**src/rtl/ga_serial_pkg.sv**
```systemverilog
// Shared definitions for the GA result serial framer: frame states, sync byte,
// error pad width and the payload-length helper.
package ga_serial_pkg;

    typedef enum logic [2:0] {
        IDLE,
        SYNC,
        LEN,
        PAYLOAD,
        CSUM,
        FIN
    } frameState_t;

    localparam logic [7:0] SYNC_BYTE       = 8'hA5;
    localparam int         ERROR_PAD_WIDTH = 16;

    // Payload bytes: padded error, generation counter, best individual.
    function automatic int payloadLen(input int counterWidth, input int individualWidth);
        return ERROR_PAD_WIDTH / 8 + counterWidth / 8 + individualWidth / 8;
    endfunction

endpackage

```
**src/rtl/ga_result_framer_if.sv**
```systemverilog
// Byte stream towards the serial TX path: valid/ready handshake with one data byte.
interface ga_result_framer_if;
    logic [7:0] txData;
    logic       txValid;
    logic       txReady;

    modport master (output txData, output txValid, input txReady);
    modport slave  (input txData, input txValid, output txReady);
endinterface

```
**src/rtl/byte_shift_out.sv**
```systemverilog
// Snapshot register that presents its top byte and shifts left by one byte per
// accepted transfer, so bytes leave MSB-first.
module byte_shift_out #(
    parameter int Width = 64
) (
    input  logic             clk,
    input  logic             rst,
    input  logic             load,
    input  logic [Width-1:0] loadData,
    input  logic             shift,
    output logic [7:0]       curByte
);

    logic [Width-1:0] shiftReg;

    always_ff @(posedge clk or negedge rst) begin
        if (!rst) begin
            shiftReg <= '0;
        end else if (load) begin
            shiftReg <= loadData;
        end else if (shift) begin
            shiftReg <= {shiftReg[Width-9:0], 8'h00};
        end
    end

    assign curByte = shiftReg[Width-1 -: 8];

endmodule

```
**src/rtl/ga_result_framer.sv**
```systemverilog
// Snapshots the GA result on a rising start level and streams it as a framed byte
// sequence. Define GA_RESULT_FRAMER_CHECKSUM_EN to append an XOR checksum byte.
module ga_result_framer
    import ga_serial_pkg::*;
#(
    parameter int         ErrorWidth      = 5,
    parameter int         CounterWidth    = 16,
    parameter int         IndividualWidth = 32,
    parameter logic [7:0] SyncByte        = SYNC_BYTE
) (
    input  logic                       clk,
    input  logic                       rst,
    input  logic                       start,
    input  logic [ErrorWidth-1:0]      bestError,
    input  logic [CounterWidth-1:0]    counter,
    input  logic [IndividualWidth-1:0] bestIndividual,
    ga_result_framer_if.master         tx,
    output logic                       busy,
    output logic                       done
);

    localparam int ShadowWidth = ERROR_PAD_WIDTH + CounterWidth + IndividualWidth;
    localparam int PayloadLen  = payloadLen(CounterWidth, IndividualWidth);
    localparam int IndexWidth  = $clog2(PayloadLen + 1);
    localparam logic [7:0]            LenByte   = 8'(PayloadLen);
    localparam logic [IndexWidth-1:0] LastIndex = IndexWidth'(PayloadLen - 1);

    frameState_t            stateReg, stateNext;
    logic                   armReg;
    logic [IndexWidth-1:0]  indexReg;
    logic                   capture;
    logic                   xfer;
    logic                   shiftEn;
    logic [7:0]             curByte;
    logic [ShadowWidth-1:0] snapshot;

    assign snapshot = {ERROR_PAD_WIDTH'(bestError), counter, bestIndividual};
    assign capture  = (stateReg == IDLE) && start && armReg;
    assign xfer     = tx.txValid && tx.txReady;
    assign shiftEn  = xfer && (stateReg == PAYLOAD);

    byte_shift_out #(
        .Width(ShadowWidth)
    ) u_shift (
        .clk      (clk),
        .rst      (rst),
        .load     (capture),
        .loadData (snapshot),
        .shift    (shiftEn),
        .curByte  (curByte)
    );

    always_ff @(posedge clk or negedge rst) begin
        if (!rst) begin
            stateReg <= IDLE;
        end else begin
            stateReg <= stateNext;
        end
    end

    // A held start must be seen low in IDLE before it can trigger another frame.
    always_ff @(posedge clk or negedge rst) begin
        if (!rst) begin
            armReg   <= 1'b0;
            indexReg <= '0;
        end else begin
            if (capture) begin
                armReg   <= 1'b0;
                indexReg <= '0;
            end else if ((stateReg == IDLE) && !start) begin
                armReg <= 1'b1;
            end
            if (shiftEn) begin
                indexReg <= indexReg + IndexWidth'(1);
            end
        end
    end

`ifdef GA_RESULT_FRAMER_CHECKSUM_EN
    logic [7:0] csumReg;

    always_ff @(posedge clk or negedge rst) begin
        if (!rst) begin
            csumReg <= 8'h00;
        end else if (capture) begin
            csumReg <= 8'h00;
        end else if (shiftEn) begin
            csumReg <= csumReg ^ curByte;
        end
    end
`endif

    always_comb begin
        stateNext  = stateReg;
        tx.txValid = 1'b0;
        tx.txData  = 8'h00;
        busy       = 1'b1;
        done       = 1'b0;
        case (stateReg)
            IDLE: begin
                busy = 1'b0;
                if (capture) stateNext = SYNC;
            end
            SYNC: begin
                tx.txValid = 1'b1;
                tx.txData  = SyncByte;
                if (tx.txReady) stateNext = LEN;
            end
            LEN: begin
                tx.txValid = 1'b1;
                tx.txData  = LenByte;
                if (tx.txReady) stateNext = PAYLOAD;
            end
            PAYLOAD: begin
                tx.txValid = 1'b1;
                tx.txData  = curByte;
                if (tx.txReady && (indexReg == LastIndex)) begin
`ifdef GA_RESULT_FRAMER_CHECKSUM_EN
                    stateNext = CSUM;
`else
                    stateNext = FIN;
`endif
                end
            end
`ifdef GA_RESULT_FRAMER_CHECKSUM_EN
            CSUM: begin
                tx.txValid = 1'b1;
                tx.txData  = csumReg;
                if (tx.txReady) stateNext = FIN;
            end
`endif
            FIN: begin
                done      = 1'b1;
                stateNext = IDLE;
            end
            default: stateNext = IDLE;
        endcase
    end

endmodule

```
**src/flat_wrapper.sv**
```systemverilog
// flat-port wrapper written by rule: the top's interface ports become plain ports
module ga_result_framer_flat import ga_serial_pkg::*;
#(
    parameter int         ErrorWidth      = 5,
    parameter int         CounterWidth    = 16,
    parameter int         IndividualWidth = 32,
    parameter logic [7:0] SyncByte        = SYNC_BYTE
)
  (clk, rst, start, bestError, counter, bestIndividual, busy, done, tx_txData, tx_txValid, tx_txReady);
  ga_result_framer_if tx_i ();
  input  logic clk;
  input  logic rst;
  input  logic start;
  input  logic [ErrorWidth-1:0] bestError;
  input  logic [CounterWidth-1:0] counter;
  input  logic [IndividualWidth-1:0] bestIndividual;
  output logic busy;
  output logic done;
  output wire logic [$bits(tx_i.txData)-1:0] tx_txData;
  output wire logic [$bits(tx_i.txValid)-1:0] tx_txValid;
  input wire logic [$bits(tx_i.txReady)-1:0] tx_txReady;
  assign tx_txData = tx_i.txData;
  assign tx_txValid = tx_i.txValid;
  assign tx_i.txReady = tx_txReady;
  ga_result_framer #(.ErrorWidth(ErrorWidth), .CounterWidth(CounterWidth), .IndividualWidth(IndividualWidth), .SyncByte(SyncByte)) u_core (.clk(clk), .rst(rst), .start(start), .bestError(bestError), .counter(counter), .bestIndividual(bestIndividual), .tx(tx_i), .busy(busy), .done(done));
endmodule
```
**config.mk**
```make
export PLATFORM = sky130hd
export DESIGN_NAME = ga_result_framer_flat
export DESIGN_NICKNAME = d
export VERILOG_FILES = /design/src/rtl/ga_serial_pkg.sv /design/src/rtl/ga_result_framer_if.sv /design/src/rtl/byte_shift_out.sv /design/src/rtl/ga_result_framer.sv /design/src/flat_wrapper.sv
export SDC_FILE = /design/constraint.sdc
export NUM_CORES = 1
export LEC_CHECK = 0
export CAP_MARGIN = 20
export CELL_PAD_IN_SITES_DETAIL_PLACEMENT = 0
export CELL_PAD_IN_SITES_GLOBAL_PLACEMENT = 1
export CORE_ASPECT_RATIO = 0.5
export CORE_MARGIN = 2
export CORE_UTILIZATION = 43
export DETAILED_ROUTE_END_ITERATION = 10
export GPL_ROUTABILITY_DRIVEN = 0
export PLACE_DENSITY = 0.92
export SYNTH_ARGS = -nofsm -noshare
export SYNTH_HDL_FRONTEND = slang
export SYNTH_SLANG_ARGS = --single-unit
```
**constraint.sdc**
```tcl
create_clock -name clk -period 2.89 [get_ports clk]
set_input_delay 0.289 -clock clk [delete_from_list [all_inputs] [get_ports clk]]
set_output_delay 0.289 -clock clk [all_outputs]
set_load 0.005 [all_outputs]
```
**After elaboration in Yosys (flattened, before gate mapping)**

Cells that the tools add are included.
Widths: inputs -> output; s select.

- Flip-flop bits (word level): 72
- Bits of input ports: 57
- Output and inout bits: 11
- Word-level logic and storage cells: 41

- $add $sub $neg: 1
- Equal/unequal tests: 9
- Muxes and demuxes: 15
- Reductions and logical operators: 12

Operators by type and width:

| kind | number |
|---|---|
| $mux 64 | 2 |
| $pmux 8 s3 | 1 |
| $mux 3 | 4 |
| $pmux 3 s4 | 1 |
| $mux 4 | 2 |
| $eq 3x2->1 const B | 2 |
| $logic_and 1x1->1 | 6 |
| $ne 2x2->1 const B | 3 |
| $mux 1 | 5 |
| $add 4x1->4 const B | 1 |
| $eq 4x3->1 const B | 1 |
| $reduce_and 4->1 | 1 |
| $reduce_bool 2->1 | 2 |
| $eq 3x1->1 const B | 1 |
| $eq 3x3->1 const B | 1 |
| $logic_not 3->1 | 1 |
| $reduce_or 3->1 | 1 |
| $ne 2x1->1 const B | 1 |
| $logic_not 1->1 | 1 |

**Logic depth before layout (Yosys ltp)**

Gate-level depths: netlist of the first run.

- Word-level depth: 7
- Depth in mapped cells: 7
- Depth with buffers taken out: 4

**Modules after synthesis**

Synthesis of the first run repeated with hierarchy kept, for this count alone.

- Cell total of the unflattened synthesis: 345
- Area total of the unflattened synthesis: 3530.9 um^2

By module, submodules not included:

| module | times used | cells each | area each (um^2) | sequential area each (um^2) |
|---|---|---|---|---|
| byte_shift_out | 1 | 285 | 3015.4 | 1601.5 |
| ga_result_framer | 1 | 60 | 515.5 | 200.2 |

**Worst setup path before layout of the first run**

No wires, ideal clock.

- Kind: reg2reg
- From: reg u_core.stateReg[2]
- To: reg u_core.u_shift.shiftReg[45]
- Library setup time: 0.126 ns
- Data arrival time: 1.339 ns
- Data required time: 2.764 ns
- Setup slack: 1.425 ns
- Stages on the path, launching flop included: 7
- Path buffers: 3
- Period minus slack after synthesis: 1.465 ns
- Path through: dfrtp_1 buf_6 nor3_4 buf_6 a21oi_4 buf_6 a221o_1

- Word-level cells in the longest chain between the ends: 6
- Elaborated cells between the ends (all ways): 12
- Those cells by class: eq/ne: 3; mux: 2; reduce/logical: 7

RTL lines:

| item | line | text |
|---|---|---|
| start, declared | ga_result_framer.sv:28 | `frameState_t stateReg, stateNext;` |
| start signal, assigned | ga_result_framer.sv:57 | `stateReg <= stateNext;` |
| $eq 3x1->1, or another cell as far along | ga_result_framer.sv:99 | `case (stateReg)` |
| $reduce_or 3->1 (no source line) | - |  |
| $mux 1 | ga_result_framer.sv:99 |  |
| $logic_and 1x1->1 | ga_result_framer.sv:39 | `assign xfer = tx.txValid && tx.txReady;` |
| $logic_and 1x1->1 | ga_result_framer.sv:40 | `assign shiftEn = xfer && (stateReg == PAYLOAD);` |
| $reduce_bool 2->1 (no source line) | - |  |
| end signal, assigned | byte_shift_out.sv:20 | `shiftReg <= loadData;` |
| end signal, assigned | byte_shift_out.sv:22 | `shiftReg <= {shiftReg[Width-9:0], 8'h00};` |
| end, declared | byte_shift_out.sv:14 | `logic [Width-1:0] shiftReg;` |

Parallel ways exist; a longest one is shown, timed or not.
A chain may end at the register's enable or synchronous reset.

**Worst setup path in the final report of the first run**

- From: reg u_core.stateReg[1]
- To: out busy

- Word-level cells in the longest chain between the ends: 2

RTL lines:

| item | line | text |
|---|---|---|
| $logic_not 3->1 | ga_result_framer.sv:99 |  |
| $mux 1 | ga_result_framer.sv:99 |  |
| end, declared | flat_wrapper.sv:17 | `output logic busy;` |

Every way passes these cells.

==> results.md, run 1 <==
- Clk slew on worst S/H paths: 0.05 ns
- Die width: 128 um
- Flop2flop setup slack: 0.79 ns
- Synth Area in Compound Gates: 17.9%
- Peak supply drop: 353 uV
- Drt total wl: 7.53 mm
- Crit Path Class: flip-flop to output pin
- Status: completed
- GR Overflow Total: 0
- Crit start category: flip-flop
- Final setup TNS: 0 ns
- Synth Area in Adders: 0.376%
- Asr flop ratio synth: 100%
- Tcrit/Tclk final: 81.2%
- CP Max Fanout: 15
- PortBufs: 67
- Synth area leader: dfrtp_1
- Final setup fails: 0
- WP buf/inv: 3
- Area Overhead vs Synth: 28.5%
- Via density: 5.40
- Syn Nets: 374
- Hold_ws: 0.00851 ns
- Fmax achieved: 0.426 GHz
- Largest net degree at the start of global routing: 56
- Mux share of post-synthesis cell area: 0.640%
- Highest-count cells in the layout ignoring fill and taps: dfrtp_1 (72), clkdlybuf4s50_1 (66), nand2_1 (58)
- Initial antenna violation count: 0
- Clk buf depth: 2
- Design Power: 3.57 mW
- Synth area leaders: dfrtp_1 (54%), a221o_1 (10%), nand2_1 (6.5%)
- 1st-pass router iterations: 4
- Gates resized, CTS repair: 0
- Setup bufs post-CTS: 0
- Post-synthesis xor/xnor area fraction: 0.263%
- Residual DRC: 0
- Die H: 66.2 um
- Min Tclk post-route: 2.35 ns
- Diodes inserted: 0
- Top cell type's share of synthesized area: 54.2%
- First-pass GRT wire length: 12.8 mm
- Cells after synthesis: 316
- Leak: 1.87 nW
- Post-cts hold buffer count: 0
- Crit path largest cell delay: 0.62 ns
- Final Max Tran Viols: 0
- Slowest cell on the critical path: dfrtp_1
- Yosys warns: 0
- Worst R2R Start: u_core.stateReg[1]
- CP endpoint: busy
- Detail Route Antenna Nets: 0
- Worst Reg2Reg Path Length in Cells: 5
- Initial Util: 44.9%
- Slew headroom: 52.3%
- Post-DP HPWL: 4.99 mm
- Worst path cell trace: nor3_4 > buf_4 > inv_2 > clkdlybuf4s50_1
- Post-synthesis cell type count: 34
- Min-Delay Path Class: primary input to async pin
- Vias in the first global route: 2683
- MaxCap Viol Count: 0
- GRT Util Overall: 19.8%
- Worst path required time: 2.60 ns
- Worst path depth: 4
- Num rows: 22
- Syn_area_per_cell: 10.5 um^2
- Share of cells above drive strength 1: 7.12%
- Largest family of logic cells by synthesized area: simple AND/OR/NAND/NOR gates
- Post-Synthesis Cell Area: 3320 um^2
- Total Die Area: 8490 um^2
- Core Util, Final: 57.7%
- Yosys reg bits: 72
- Family with the most delay on the worst path: buffers and inverters
- Wire per inst: 15.9 um
- CTS tree: yes
- Root Buffer: clkbuf_16
- Power per Cell Area: 835 nW/um^2
- CTS buffer count: 9
- Most used DFF post-synth: dfrtp_1
- Critical path origin: u_core.stateReg[1]
- Most common cell after layout, fill and taps aside: dfrtp_1
- Seq/Total Area, Yosys: 54.2%
- # nets final: 432
- Vias: 2565
- Final hold vios: 0
- CTS H-Tree Depth: 3
- Crit. End Element: output pin
- Core footprint: 7400 um^2
- CP Data Arrival Time: 2.06 ns
- Worst-Skew Late Latency: 0.33 ns
- Iter 0 DRT Violations: 230
- Simple-Gate Fraction of Synth Area: 20.0%
- Clock Sinks: 72
- Slew @ Worst Pin: 0.716 ns
- FF-to-FF End: u_core.u_shift.shiftReg[36]
- Final Skew: 0.00738 ns
- Post-synth EDFFs: 0
- I/O pin count: 68
- Setup repair after global routing missed its margin: no
[Yosys cell counts (3+ instances only)]
master / n
nand2_1: 58
buf_2: 6
a21oi_1: 18
and3_1: 3
inv_1: 5
and2_0: 14
nand3_1: 10
a221o_1: 34
and2_1: 21
buf_4: 3
nor2_1: 4
nor3_1: 12
o21ai_0: 11
buf_6: 11
a31oi_1: 11
clkbuf_1: 6
dfrtp_1: 72
[state kept, by name, summed over array words and instances (netlist names)]
| signal | count |
|---|---|
| u_core.u_shift.shiftReg | 64 |
| u_core.stateReg | 3 |
| u_core.indexReg | 4 |
| u_core.armReg | 1 |
[stage by stage]
step / cells / cell area [um^2] / setup slack [ns]
floorplan: 316 / 3320 / 1.43
global placement: 459 / 3970 / 0.836
detailed placement: 459 / 3970 / 0.763
CTS: 475 / 4270 / 0.553
global route: 475 / 4270 / 0.438
finish: 475 / 4270 / 0.543
[report_power, final]
group / total [mW] / leakage, nW / internal, mW / switching, mW
Clock: 1.10 / 0.150 / 0.712 / 0.391
Combinational: 0.990 / 0.740 / 0.491 / 0.499
Sequential: 1.47 / 0.985 / 1.27 / 0.199
[cells by family (layout without fill, tap and decap cells)]
kind of cell / Yosys count / count (layout)
adders and majority gates: 1 / 1
xor gates and xnor gates: 1 / 1
and+or+nand+nor: 130 / 130
buffers and inverters: 32 / 95
muxes: 2 / 2
AOI/OAI and AO/OA: 78 / 78
DFF: 72 / 72
[how the worst min path moves through the flow]
stage / startpoint / to / slack (ns) / depth (start not counted)
after floorplan: rst / u_core.armReg / -0.007 / 0
after global placement: rst / u_core.u_shift.shiftReg[4] / 0.37 / 1
after detailed placement: rst / u_core.u_shift.shiftReg[7] / 0.38 / 1
after CTS: rst / u_core.u_shift.shiftReg[7] / 0.02 / 1
after global routing: rst / u_core.u_shift.shiftReg[7] / 0.06 / 1
final: rst / u_core.u_shift.shiftReg[7] / 0.009 / 1
[per-layer routing]
metal / share of wire (%) / track usage, % / vias up
li1: - / - / 1241
met1: 46 / 24.8 / 1246
met2: 48 / 32.7 / 71
met3: 5.3 / 6.96 / 7
met4: 1.3 / 6.32 / 0
met5: 0 / 0 / -
[area by class of cell]
| class | count | area (um^2) |
|---|---|---|
| Sequential cell | 72 | 1800 |
| Clock inverter | 3 | 40.0 |
| Timing Repair Buffer | 73 | 723 |
| Inverter | 6 | 22.5 |
| Clock buffer | 13 | 260 |
| Tap cell | 96 | 120 |
| Multi-Input combinational cell | 212 | 1300 |
| Fill cell | 621 | 3130 |
Power figures use the tool's default switching activity.
==> inputs of run 2 (changes only) <==
--- a/config.mk
+++ b/config.mk
@@ -10,10 +10,10 @@
 export CELL_PAD_IN_SITES_GLOBAL_PLACEMENT = 1
 export CORE_ASPECT_RATIO = 0.5
 export CORE_MARGIN = 2
-export CORE_UTILIZATION = 43
+export CORE_UTILIZATION = 40
 export DETAILED_ROUTE_END_ITERATION = 10
 export GPL_ROUTABILITY_DRIVEN = 0
-export PLACE_DENSITY = 0.92
+export PLACE_DENSITY = 0.87
 export SYNTH_ARGS = -nofsm -noshare
 export SYNTH_HDL_FRONTEND = slang
 export SYNTH_SLANG_ARGS = --single-unit
==> constraint.sdc (replaced) <==
create_clock -name clk -period 2.3 [get_ports clk]
set_input_delay 0.23 -clock clk [delete_from_list [all_inputs] [get_ports clk]]
set_output_delay 0.23 -clock clk [all_outputs]
set_load 0.005 [all_outputs]
==> run 2 against run 1 <==
Cell count is 4.2% higher. Worst setup slack worse by 0.34 ns. Sequential share of layout area is 0.48 points lower. Design area is 1.2% higher. Global-route usage is 1.3 points lower. Clock skew is 0.0042 ns lower. Core utilization is 3.8 points lower. Critical path depth is 1 lower. Sequential cell count stayed put. Critical path type unchanged. Critical endpoint unchanged. Largest cell class unchanged. Largest power group unchanged.
==> results.md, run 2 (synthesis gave the netlist of run 1 again) <==
- Status: completed
- Die width: 133 um
- CP Data Arrival Time: 1.87 ns
- FILL cells: 676
- Crit Path Class: flip-flop to output pin
- Num rows: 23
- Routed wl met2: 3.66 mm
- Max reg flops: 64
- Vias: 2621
- PortBufs: 67
- Largest registers: u_core.u_shift.shiftReg x64, u_core.indexReg x4, u_core.stateReg x3
- Final hold vios: 0
- Residual DRC: 0
- # nets final: 436
- Core footprint: 8030 um^2
- Core Util, Final: 53.8%
- Worst path required time: 2.07 ns
- Family with the most delay on the worst path: buffers and inverters
- Peak supply drop: 613 uV
- Most common cell after layout, fill and taps aside: dfrtp_1
- Setup bufs post-CTS: 0
- MaxCap Viol Count: 0
- Detail Route Antenna Nets: 0
- Clock Sinks: 72
- 1st-pass router iterations: 4
- Via density: 5.29
- Crit path largest cell delay: 0.61 ns
- Design Power: 4.40 mW
- Total Die Area: 9100 um^2
- Highest-count cells in the layout ignoring fill and taps: dfrtp_1 (71), clkdlybuf4s50_1 (66), nand2_1 (58)
- Clk slew on worst S/H paths: 0.05 ns
- CP Max Fanout: 15
- Worst path cell trace: nor3_4 > inv_2 > clkdlybuf4s50_1
- Reg with most FFs: u_core.u_shift.shiftReg
- Initial antenna violation count: 0
- Wire length on met1: 3.56 mm
- Slew @ Worst Pin: 0.948 ns
- Worst-Skew Late Latency: 0.33 ns
- Setup repair after global routing missed its margin: no
- First-pass GRT wire length: 12.7 mm
- Slowest cell on the critical path: dfrtp_1
- Slew headroom: 36.7%
- Non-Filler Instances: 495
- Tcrit/Tclk final: 91.4%
- Crit start category: flip-flop
- GRT Util Overall: 18.5%
- Iter 0 DRT Violations: 196
- Clk buf depth: 2
- Power per Cell Area: 1020 nW/um^2
- Final Max Tran Viols: 0
- Share of cells above drive strength 1: 8.09%
- I/O pin count: 68
- Min Tclk post-route: 2.10 ns
- Diodes inserted: 0
- Fmax achieved: 0.476 GHz
- Flop2flop setup slack: 0.31 ns
- Post-DP HPWL: 5.10 mm
- Initial Util: 41.4%
- Leak: 1.89 nW
- GR Overflow Total: 0
- CTS H-Tree Depth: 3
- CTS buffer count: 9
- Die H: 68.5 um
- Final setup fails: 0
- Wire per inst: 15.4 um
- Final setup TNS: 0 ns
- Min-Delay Path Class: primary input to async pin
- Largest net degree at the start of global routing: 50
- WP buf/inv: 2
- Area Overhead vs Synth: 30.0%
- Crit. End Element: output pin
- Placed Instances: 478
- Drt total wl: 7.62 mm
- Final Skew: 0.00321 ns
- Hold_ws: 0.422 ns
- Vias in the first global route: 2610
- CTS tree: yes
- Root Buffer: clkbuf_16
- Uppermost routed layer: met4
- Metal3 WL: 329 um
==> run 2: what timing repair did <==
item	4_1_cts	5_1_grt
endpoints found under the hold margin	23	0
endpoints found under the setup margin	0	3
resized for setup	0	1
hold buffers	1	0
==> run 2: through the flow <==
stage	area [um^2]	worst slack, ns
floorplan	3320	0.835
global placement	4030	0.238
detailed placement	4030	0.206
CTS	4320	0.0942
global route	4320	0.0855
finish	4320	0.198
==> run 2: power breakdown <==
part	internal (mW)	switching, mW	total (mW)
Combinational	0.624	0.635	1.26
Clock	0.816	0.486	1.30
Sequential	1.60	0.241	1.84
Total	3.04	1.36	4.40
==> run 2: layout make-up <==
| class | instances | area, um^2 | share of cell area [%] |
|---|---|---|---|
| flip-flops and latches | 72 | 1800 | 41.7 |
| multi-input cells | 212 | 1300 | 30.1 |
| well taps | 112 | 140 | 3.24 |
| clock inverters | 2 | 12.5 | 0.289 |
| repair buffers | 77 | 768 | 17.8 |
| inverters | 6 | 22.5 | 0.521 |
| clock buffers | 14 | 274 | 6.34 |
==> run 2: worst paths after layout <==
kind	from	endpoint	cells after the start
worst max-delay path	u_core.stateReg[0]	busy	3
worst min-delay path	rst	u_core.u_shift.shiftReg[4]	2
worst max register to register	u_core.stateReg[0]	u_core.indexReg[0]	4
worst min register to register	u_core.u_shift.shiftReg[43]	u_core.u_shift.shiftReg[43]	1
max in group asynchronous	rst	u_core.stateReg[1]	3
min in group clk	bestIndividual[0]	u_core.u_shift.shiftReg[0]	3
==> run 2: routing by layer <==
layer  global-route usage, %  vias up
li1                        -     1248
met4                    5.51        0
met1                    23.1     1317
met5                       0        -
met3                    6.52        7
met2                    31.2       49
==> inputs of run 3 (changes only) <==
--- a/config.mk
+++ b/config.mk
@@ -11,6 +11,7 @@
 export CORE_ASPECT_RATIO = 0.5
 export CORE_MARGIN = 2
 export CORE_UTILIZATION = 40
+export CTS_CLUSTER_DIAMETER = 40
 export DETAILED_ROUTE_END_ITERATION = 10
 export GPL_ROUTABILITY_DRIVEN = 0
 export PLACE_DENSITY = 0.87
==> results of run 3 <==
No change in the layout: final DEF, timing and power equal those of run 2.
